File: config.mk
export PLATFORM = sky130hd
export DESIGN_NAME = bc_block_decoder
export DESIGN_NICKNAME = d
export VERILOG_FILES = /design/src/rtl/bc_decode_pkg.sv /design/src/rtl/bc_alpha_palette.sv /design/src/rtl/bc_block_decoder.sv
export SDC_FILE = /design/constraint.sdc
export NUM_CORES = 1
export LEC_CHECK = 0
export CELL_PAD_IN_SITES_DETAIL_PLACEMENT = 0
export CELL_PAD_IN_SITES_GLOBAL_PLACEMENT = 1
export CORE_UTILIZATION = 47
export CTS_CLUSTER_DIAMETER = 120
export DETAILED_ROUTE_END_ITERATION = 7
export PLACE_DENSITY_LB_ADDON = 0.1
export RECOVER_POWER = 25
export SLEW_MARGIN = 0
export SYNTH_ARGS = -nofsm -noshare
export SYNTH_HDL_FRONTEND = slang
export SYNTH_SLANG_ARGS = --single-unit
File: constraint.sdc
create_clock -name i_clk -period 19.7 [get_ports i_clk]
set_clock_uncertainty 0.1 [all_clocks]
set_input_delay 3.94 -clock i_clk [delete_from_list [all_inputs] [get_ports i_clk]]
set_output_delay 3.94 -clock i_clk [all_outputs]
set_load 0.05 [all_outputs]
File: src/rtl/bc_decode_pkg.sv
// rtl/bc_decode_pkg.sv - shared types, constants and RGB565 expansion for the BCn decoder
// Purpose: block geometry constants, format enum, RGBA8 texel struct and
//          the RGB565 -> RGB8 bit-replication helper.
package bc_decode_pkg;

  localparam int TEXELS  = 16;
  localparam int BLOCK_W = 128;

  typedef enum logic {
    FMT_BC1 = 1'b0,
    FMT_BC3 = 1'b1
  } bc_fmt_e;

  typedef struct packed {
    logic [7:0] r;
    logic [7:0] g;
    logic [7:0] b;
    logic [7:0] a;
  } rgba8_t;

  // Alpha defaults to opaque; callers override it where needed.
  function automatic rgba8_t expand565(input logic [15:0] c);
    rgba8_t p;
    p.r = {c[15:11], c[15:13]};
    p.g = {c[10:5], c[10:9]};
    p.b = {c[4:0], c[4:2]};
    p.a = 8'hFF;
    return p;
  endfunction

endpackage

File: src/rtl/bc_alpha_palette.sv
// rtl/bc_alpha_palette.sv - combinational BC3 eight-entry alpha palette
// Purpose: builds the 8 alpha values of a BC3 alpha sub-block from its endpoints.
// Ports:
//   i_a0, i_a1 : alpha endpoints
//   o_alpha    : palette, entry c is the alpha for 3-bit code c
module bc_alpha_palette (
  input  logic [7:0]      i_a0,
  input  logic [7:0]      i_a1,
  output logic [7:0][7:0] o_alpha
);

  always_comb begin
    o_alpha    = '0;
    o_alpha[0] = i_a0;
    o_alpha[1] = i_a1;
    if (i_a0 > i_a1) begin
      // Eight-level ramp: six interpolated steps between the endpoints.
      for (int c = 2; c < 8; c++) begin
        o_alpha[3'(c)] = 8'(((8 - c) * int'(i_a0) + (c - 1) * int'(i_a1)) / 7);
      end
    end else begin
      // Six-level ramp plus explicit fully transparent / fully opaque codes.
      for (int c = 2; c < 6; c++) begin
        o_alpha[3'(c)] = 8'(((6 - c) * int'(i_a0) + (c - 1) * int'(i_a1)) / 5);
      end
      o_alpha[6] = 8'h00;
      o_alpha[7] = 8'hFF;
    end
  end

endmodule

File: src/rtl/bc_block_decoder.sv
// rtl/bc_block_decoder.sv - BC1/BC3 4x4 block decoder emitting RGBA8 texels per beat
// Purpose: accepts one compressed block per handshake, registers its palettes
//          and index fields, then streams 16 texels in row-major order,
//          PIX_PER_CYCLE texels per beat, with no bubbles between blocks.
// Ports:
//   i_clk, i_rst              : clock, synchronous active-high reset
//   i_in_valid / o_in_ready   : input handshake
//   i_in_block, i_in_fmt      : compressed block, 0 = BC1, 1 = BC3
//   i_in_tag                  : sideband tag carried to the output
//   o_out_valid / i_out_ready : output handshake
//   o_out_rgba                : lane j at [32j+31:32j] as {R,G,B,A}
//   o_out_idx                 : texel index of lane 0
//   o_out_last, o_out_tag     : final-beat flag, tag of the block being emitted
module bc_block_decoder
  import bc_decode_pkg::*;
#(
  parameter int PIX_PER_CYCLE = 4,
  parameter int TAG_W         = 8
) (
  input  logic                       i_clk,
  input  logic                       i_rst,
  input  logic                       i_in_valid,
  output logic                       o_in_ready,
  input  logic [BLOCK_W-1:0]         i_in_block,
  input  logic                       i_in_fmt,
  input  logic [TAG_W-1:0]           i_in_tag,
  output logic                       o_out_valid,
  input  logic                       i_out_ready,
  output logic [32*PIX_PER_CYCLE-1:0] o_out_rgba,
  output logic [3:0]                 o_out_idx,
  output logic                       o_out_last,
  output logic [TAG_W-1:0]           o_out_tag
);

  localparam int         BEATS  = TEXELS / PIX_PER_CYCLE;
  localparam logic [3:0] LAST_K = 4'(BEATS - 1);

  typedef enum logic {
    S_IDLE = 1'b0,
    S_EMIT = 1'b1
  } state_e;

  state_e           r_state, w_state_nxt;
  logic [3:0]       r_k, w_k_nxt;
  rgba8_t [3:0]     r_pal;
  logic [7:0][7:0]  r_apal;
  logic [31:0]      r_cidx;
  logic [47:0]      r_aidx;
  logic             r_bc3;
  logic [TAG_W-1:0] r_tag;

  logic             w_bc3, w_four, w_last_beat, w_accept, w_fire;
  logic [63:0]      w_col;
  logic [15:0]      w_c0, w_c1;
  rgba8_t           w_p0, w_p1, w_px;
  rgba8_t [3:0]     w_pal;
  logic [7:0][7:0]  w_apal;
  logic [3:0]       w_tex;

  // (2x + y) / 3 with a 10-bit intermediate, truncating.
  function automatic logic [7:0] third(input logic [7:0] x, input logic [7:0] y);
    logic [9:0] s;
    s = {2'b00, x} + {2'b00, x} + {2'b00, y};
    return 8'(s / 10'd3);
  endfunction

  function automatic logic [7:0] half(input logic [7:0] x, input logic [7:0] y);
    logic [8:0] s;
    s = {1'b0, x} + {1'b0, y};
    return s[8:1];
  endfunction

  // ---------------- palette construction from the offered block ----------------
  assign w_bc3  = (i_in_fmt == FMT_BC3);
  assign w_col  = w_bc3 ? i_in_block[127:64] : i_in_block[63:0];
  assign w_c0   = w_col[15:0];
  assign w_c1   = w_col[31:16];
  // BC3 colour never uses punch-through; its alpha comes from the alpha palette.
  assign w_four = w_bc3 || (w_c0 > w_c1);

  always_comb begin
    w_p0     = expand565(w_c0);
    w_p1     = expand565(w_c1);
    w_pal[0] = w_p0;
    w_pal[1] = w_p1;
    if (w_four) begin
      w_pal[2].r = third(w_p0.r, w_p1.r);
      w_pal[2].g = third(w_p0.g, w_p1.g);
      w_pal[2].b = third(w_p0.b, w_p1.b);
      w_pal[2].a = 8'hFF;
      w_pal[3].r = third(w_p1.r, w_p0.r);
      w_pal[3].g = third(w_p1.g, w_p0.g);
      w_pal[3].b = third(w_p1.b, w_p0.b);
      w_pal[3].a = 8'hFF;
    end else begin
      w_pal[2].r = half(w_p0.r, w_p1.r);
      w_pal[2].g = half(w_p0.g, w_p1.g);
      w_pal[2].b = half(w_p0.b, w_p1.b);
      w_pal[2].a = 8'hFF;
      w_pal[3]   = '0;
    end
  end

  bc_alpha_palette u_alpha (
    .i_a0    (i_in_block[7:0]),
    .i_a1    (i_in_block[15:8]),
    .o_alpha (w_apal)
  );

  // ---------------- handshake and beat sequencing ----------------
  assign w_last_beat = (r_state == S_EMIT) && (r_k == LAST_K);
  assign o_in_ready  = (r_state == S_IDLE) || (w_last_beat && i_out_ready);
  assign o_out_valid = (r_state == S_EMIT);
  assign w_fire      = o_out_valid && i_out_ready;
  assign w_accept    = i_in_valid && o_in_ready;

  always_comb begin
    w_state_nxt = r_state;
    w_k_nxt     = r_k;
    case (r_state)
      S_IDLE: begin
        if (w_accept) begin
          w_state_nxt = S_EMIT;
          w_k_nxt     = '0;
        end
      end
      S_EMIT: begin
        if (w_fire) begin
          if (w_last_beat) begin
            // A block accepted alongside the final beat starts with no bubble.
            w_state_nxt = w_accept ? S_EMIT : S_IDLE;
            w_k_nxt     = '0;
          end else begin
            w_k_nxt = r_k + 4'd1;
          end
        end
      end
      default: begin
        w_state_nxt = S_IDLE;
        w_k_nxt     = '0;
      end
    endcase
  end

  always_ff @(posedge i_clk) begin
    if (i_rst) begin
      r_state <= S_IDLE;
      r_k     <= '0;
      r_pal   <= '0;
      r_apal  <= '0;
      r_cidx  <= '0;
      r_aidx  <= '0;
      r_bc3   <= 1'b0;
      r_tag   <= '0;
    end else begin
      r_state <= w_state_nxt;
      r_k     <= w_k_nxt;
      if (w_accept) begin
        r_pal  <= w_pal;
        r_apal <= w_apal;
        r_cidx <= w_col[63:32];
        r_aidx <= i_in_block[63:16];
        r_bc3  <= w_bc3;
        r_tag  <= i_in_tag;
      end
    end
  end

  // ---------------- per-lane texel lookup ----------------
  always_comb begin
    o_out_rgba = '0;
    w_px       = '0;
    w_tex      = '0;
    for (int j = 0; j < PIX_PER_CYCLE; j++) begin
      w_tex = 4'(int'(r_k) * PIX_PER_CYCLE + j);
      w_px  = r_pal[r_cidx[{w_tex, 1'b0} +: 2]];
      if (r_bc3) begin
        w_px.a = r_apal[r_aidx[6'(w_tex * 3) +: 3]];
      end
      o_out_rgba[32*j +: 32] = w_px;
    end
  end

  assign o_out_idx  = 4'(int'(r_k) * PIX_PER_CYCLE);
  assign o_out_last = w_last_beat;
  assign o_out_tag  = r_tag;

endmodule
==> results.yml <==
yosys:
  yosys.area_share.simple_pct: 20.08
  synth_compound_area_share_pct: 32.19
  synthMuxAreaShare_pct: 13.68
  ys_types: 123
  synth.avg_cell_area_um2: 7.470
  synth_top_family_by_area: "compound AO/OA/AOI/OAI gates"
  yosys_warnings: 0
  postSynthCellCount: 3497
  synth_area_mm2: 0.02612
  synth.most_common_cell: "nand2_1"
  synth_fa_ha_area_share_pct: 7.931
  synth_edf_count: 0
  yosys-top-cells-count: "431 x nand2_1, 411 x a21oi_1, 349 x nor2_1"
  synth-xor-area-share_pct: 5.403
  synthTopCellsByArea: "dfxtp_1 16%, a21oi_1 7.9%, mux4_2 6.9%"
  yosys.area.top_type: "dfxtp_1"
  yosys_register_bits: 209
  ys.flop_type: "dfxtp_1"
  ys_async_sr_fraction_pct: 0
  synth-seq-area-share_pct: 16.02
  synthDominantCellAreaShare_pct: 16.02
floorplan:
  core_area_mm2: 0.05499
  die_area_mm2: 0.05653
  die_width_um: 237.8
  start_util_pct: 47.51
  die_y_um: 237.8
  io_pins: 284
  rows: 86
detailed_routing:
  wl_per_cell_um: 22.37
  ant_nets: 0
  drtPass1Iterations: 6
  first_iter_violations: 2517
  drt-met1-wl_um: 41450
  vias_per_cell: 6.480
  wl_met2_um: 45950
  highest_layer: "met4"
  met3WireLength_um: 7583
  drc_errors: 0
  vias: 28553
  wirelength_um: 98550
place:
  io_buffers: 281
  place.detailed.hpwl_um: 75250
  place.gp.congestion: 0.9642
  dp_cells: 4354
cells_and_area:
  layout.cells.non_filler: 4406
  multi_input_area_mm2: 0.02072
  num-nets-final: 3925
  nFillCells: 5189
  syn_to_final_growth_pct: 15.72
  drive_gt1_share_pct: 7.256
  ff_latch_area_mm2: 0.004184
outcome:
  violations: "capacitance limit, slew limit"
  status: "finished with violations"
clock_tree:
  cts_resized: 0
  holdBufCountCts: 0
  htreeDepth: 1
  cts_tree: "built"
  post_cts_buffers: 0
  clock_latency_ps: 540
  clkTransAtPathRegs_ps: 60
  clock_sinks: 209
  root_buffer: "clkbuf_16"
  numCtsBuffers: 25
  cts_max_path_buffers: 3
timing:
  fin_crit_ps: 13800
  finalCritPeriodShare_pct: 70.05
  rsz0062_at_grt: "no"
  relSlewSlack_pct: -135.7
  hold_violations: 0
  setup-tns-final_ps: 0
  worst_pin_slew_ps: 3535
  setup_violations: 0
  finalMaxSlewViolations: 330
  fmaxAchievable_mhz: 72.46
min_path:
  min-delay-start: "r_aidx[26]$_SDFFE_PP0P_"
  worstHoldPathType: "reg2reg"
critical_path:
  required_ps: 19990
  cpMostUsedCell: "ha_1"
  end_kind: "flop"
  r2r_slack_ps: 11280
  critPathArrivalTime_ps: 14090
  worst_path_largest_cell_delay_ps: 770
  cp_slowest_cell: "clkdlybuf4s50_1"
  worstPathMaxFanout: 15
  cp-start-kind: "primary input"
  cp-startpoint: "i_in_block[6]"
  reg2reg_from: "r_k[1]$_SDFFE_PP0P_"
  critPathKind: "in2reg"
power:
  power_leakage_nw: 11.28
  vdd_drop_max_mv: 0.1433
  power.density_mw_per_mm2: 141.2
global_routing:
  overflow: 0
  grt_pass1_wl_um: 151700
  gr-usage-all-layers_pct: 33.54
  antenna_found_initial: 6
  grt_pass1_vias: 26821
  grt_max_degree: 120
run:
  cap_viol_max_count: 6
[cell usage in the layout (no fill, tap or decap), types with 16 or more instances in the layout]
master | netlist | routed
o21a_1 | 22 | 22
mux2i_1 | 153 | 153
nor3_1 | 74 | 74
clkdlybuf4s50_1 | 0 | 265
nand2b_1 | 17 | 17
o2111ai_1 | 21 | 21
and3_1 | 16 | 16
nand2_1 | 431 | 431
nand3_1 | 87 | 87
o21ai_1 | 23 | 24
buf_4 | 6 | 33
nor2_1 | 349 | 349
o211ai_1 | 67 | 67
mux2_2 | 20 | 20
ha_1 | 136 | 136
a21o_1 | 46 | 46
o22ai_1 | 24 | 24
nand4_1 | 19 | 19
a22oi_1 | 21 | 21
mux4_2 | 80 | 80
dfxtp_1 | 209 | 209
inv_1 | 104 | 104
nor2b_1 | 46 | 46
a211oi_1 | 138 | 138
xor2_1 | 45 | 45
or3_1 | 21 | 21
clkbuf_16 | 0 | 25
a21oi_1 | 411 | 411
o31ai_1 | 19 | 19
and2_1 | 23 | 22
a31oi_1 | 30 | 30
o21bai_1 | 28 | 28
xnor2_1 | 111 | 111
o21ai_0 | 164 | 163
[worst paths after layout]
| kind | to | cells after the start |
|---|---|---|
| worst max-delay path | r_apal[24]$_SDFFE_PP0P_ | 32 |
| worst min-delay path | r_aidx[26]$_SDFFE_PP0P_ | 2 |
| worst max register to register | r_pal[95]$_SDFFE_PP0P_ | 11 |
| worst min register to register | r_aidx[26]$_SDFFE_PP0P_ | 2 |
[critical path: cells and delay by family]
family,cells,cell delay (ps)
buffers and inverters,3,1280
adder cells (fa/ha/maj),5,1870
XOR/XNOR,1,220
AO/OA/AOI/OAI,14,3640
AND/OR/NAND/NOR,9,3130
[power breakdown]
group / total, W / internal (W) / switching, W
registers: 0.000525 / 0.000470 / 0.0000555
logic: 0.00323 / 0.00119 / 0.00205
clock network: 0.000511 / 0.000313 / 0.000199
total: 0.00427 / 0.00197 / 0.00230
[kinds of logic (layout without fill, tap and decap cells)]
kind of cell,Yosys count,in the layout
compound gates,1246,1246
xor+xnor,158,158
fa+ha+maj,158,158
buf+inv,316,470
flops,209,209
mux,254,254
other cells,1,8
simple gates,1155,1155
[state kept, by name (all words and copies together), names as in the netlist]
name         cells
r_bc3            1
o_out_valid      1
r_apal          33
r_cidx          32
r_aidx          48
r_k              4
r_pal           82
o_out_tag        8
[routing by layer]
layer	vias up	track usage, %
met5	-	0
met3	202	4.541
met4	0	12.59
li1	13425	-
met1	13658	44.00
met2	1268	55.78
[metrics by stage]
stage / utilization [%] / instance area (um2) / total power [W] / setup slack, ps / hold slack, ps
floorplan: - / 26130 / 0.002925 / 8380 / 332.9
global placement: 53.35 / 29330 / 0.003629 / 5750 / 340.0
detailed placement: 53.35 / 29330 / 0.003682 / 5576 / 346.9
CTS: 55.00 / 30240 / 0.004202 / 6133 / 354.8
global route: 54.98 / 30230 / 0.004566 / 5263 / 364.3
finish: 54.98 / 30230 / 0.004267 / 5899 / 353.0
[layout make-up]
type | instances | area share, %
diodes | 6 | 0.04967
clock buffers | 37 | 2.417
clock inverters | 9 | 0.5877
inverters | 107 | 1.329
multi-input cells | 2973 | 68.54
flip-flops and latches | 209 | 13.84
well taps | 748 | 3.096
repair buffers | 317 | 10.14
No activity file was read; power rests on OpenSTA's default activity.
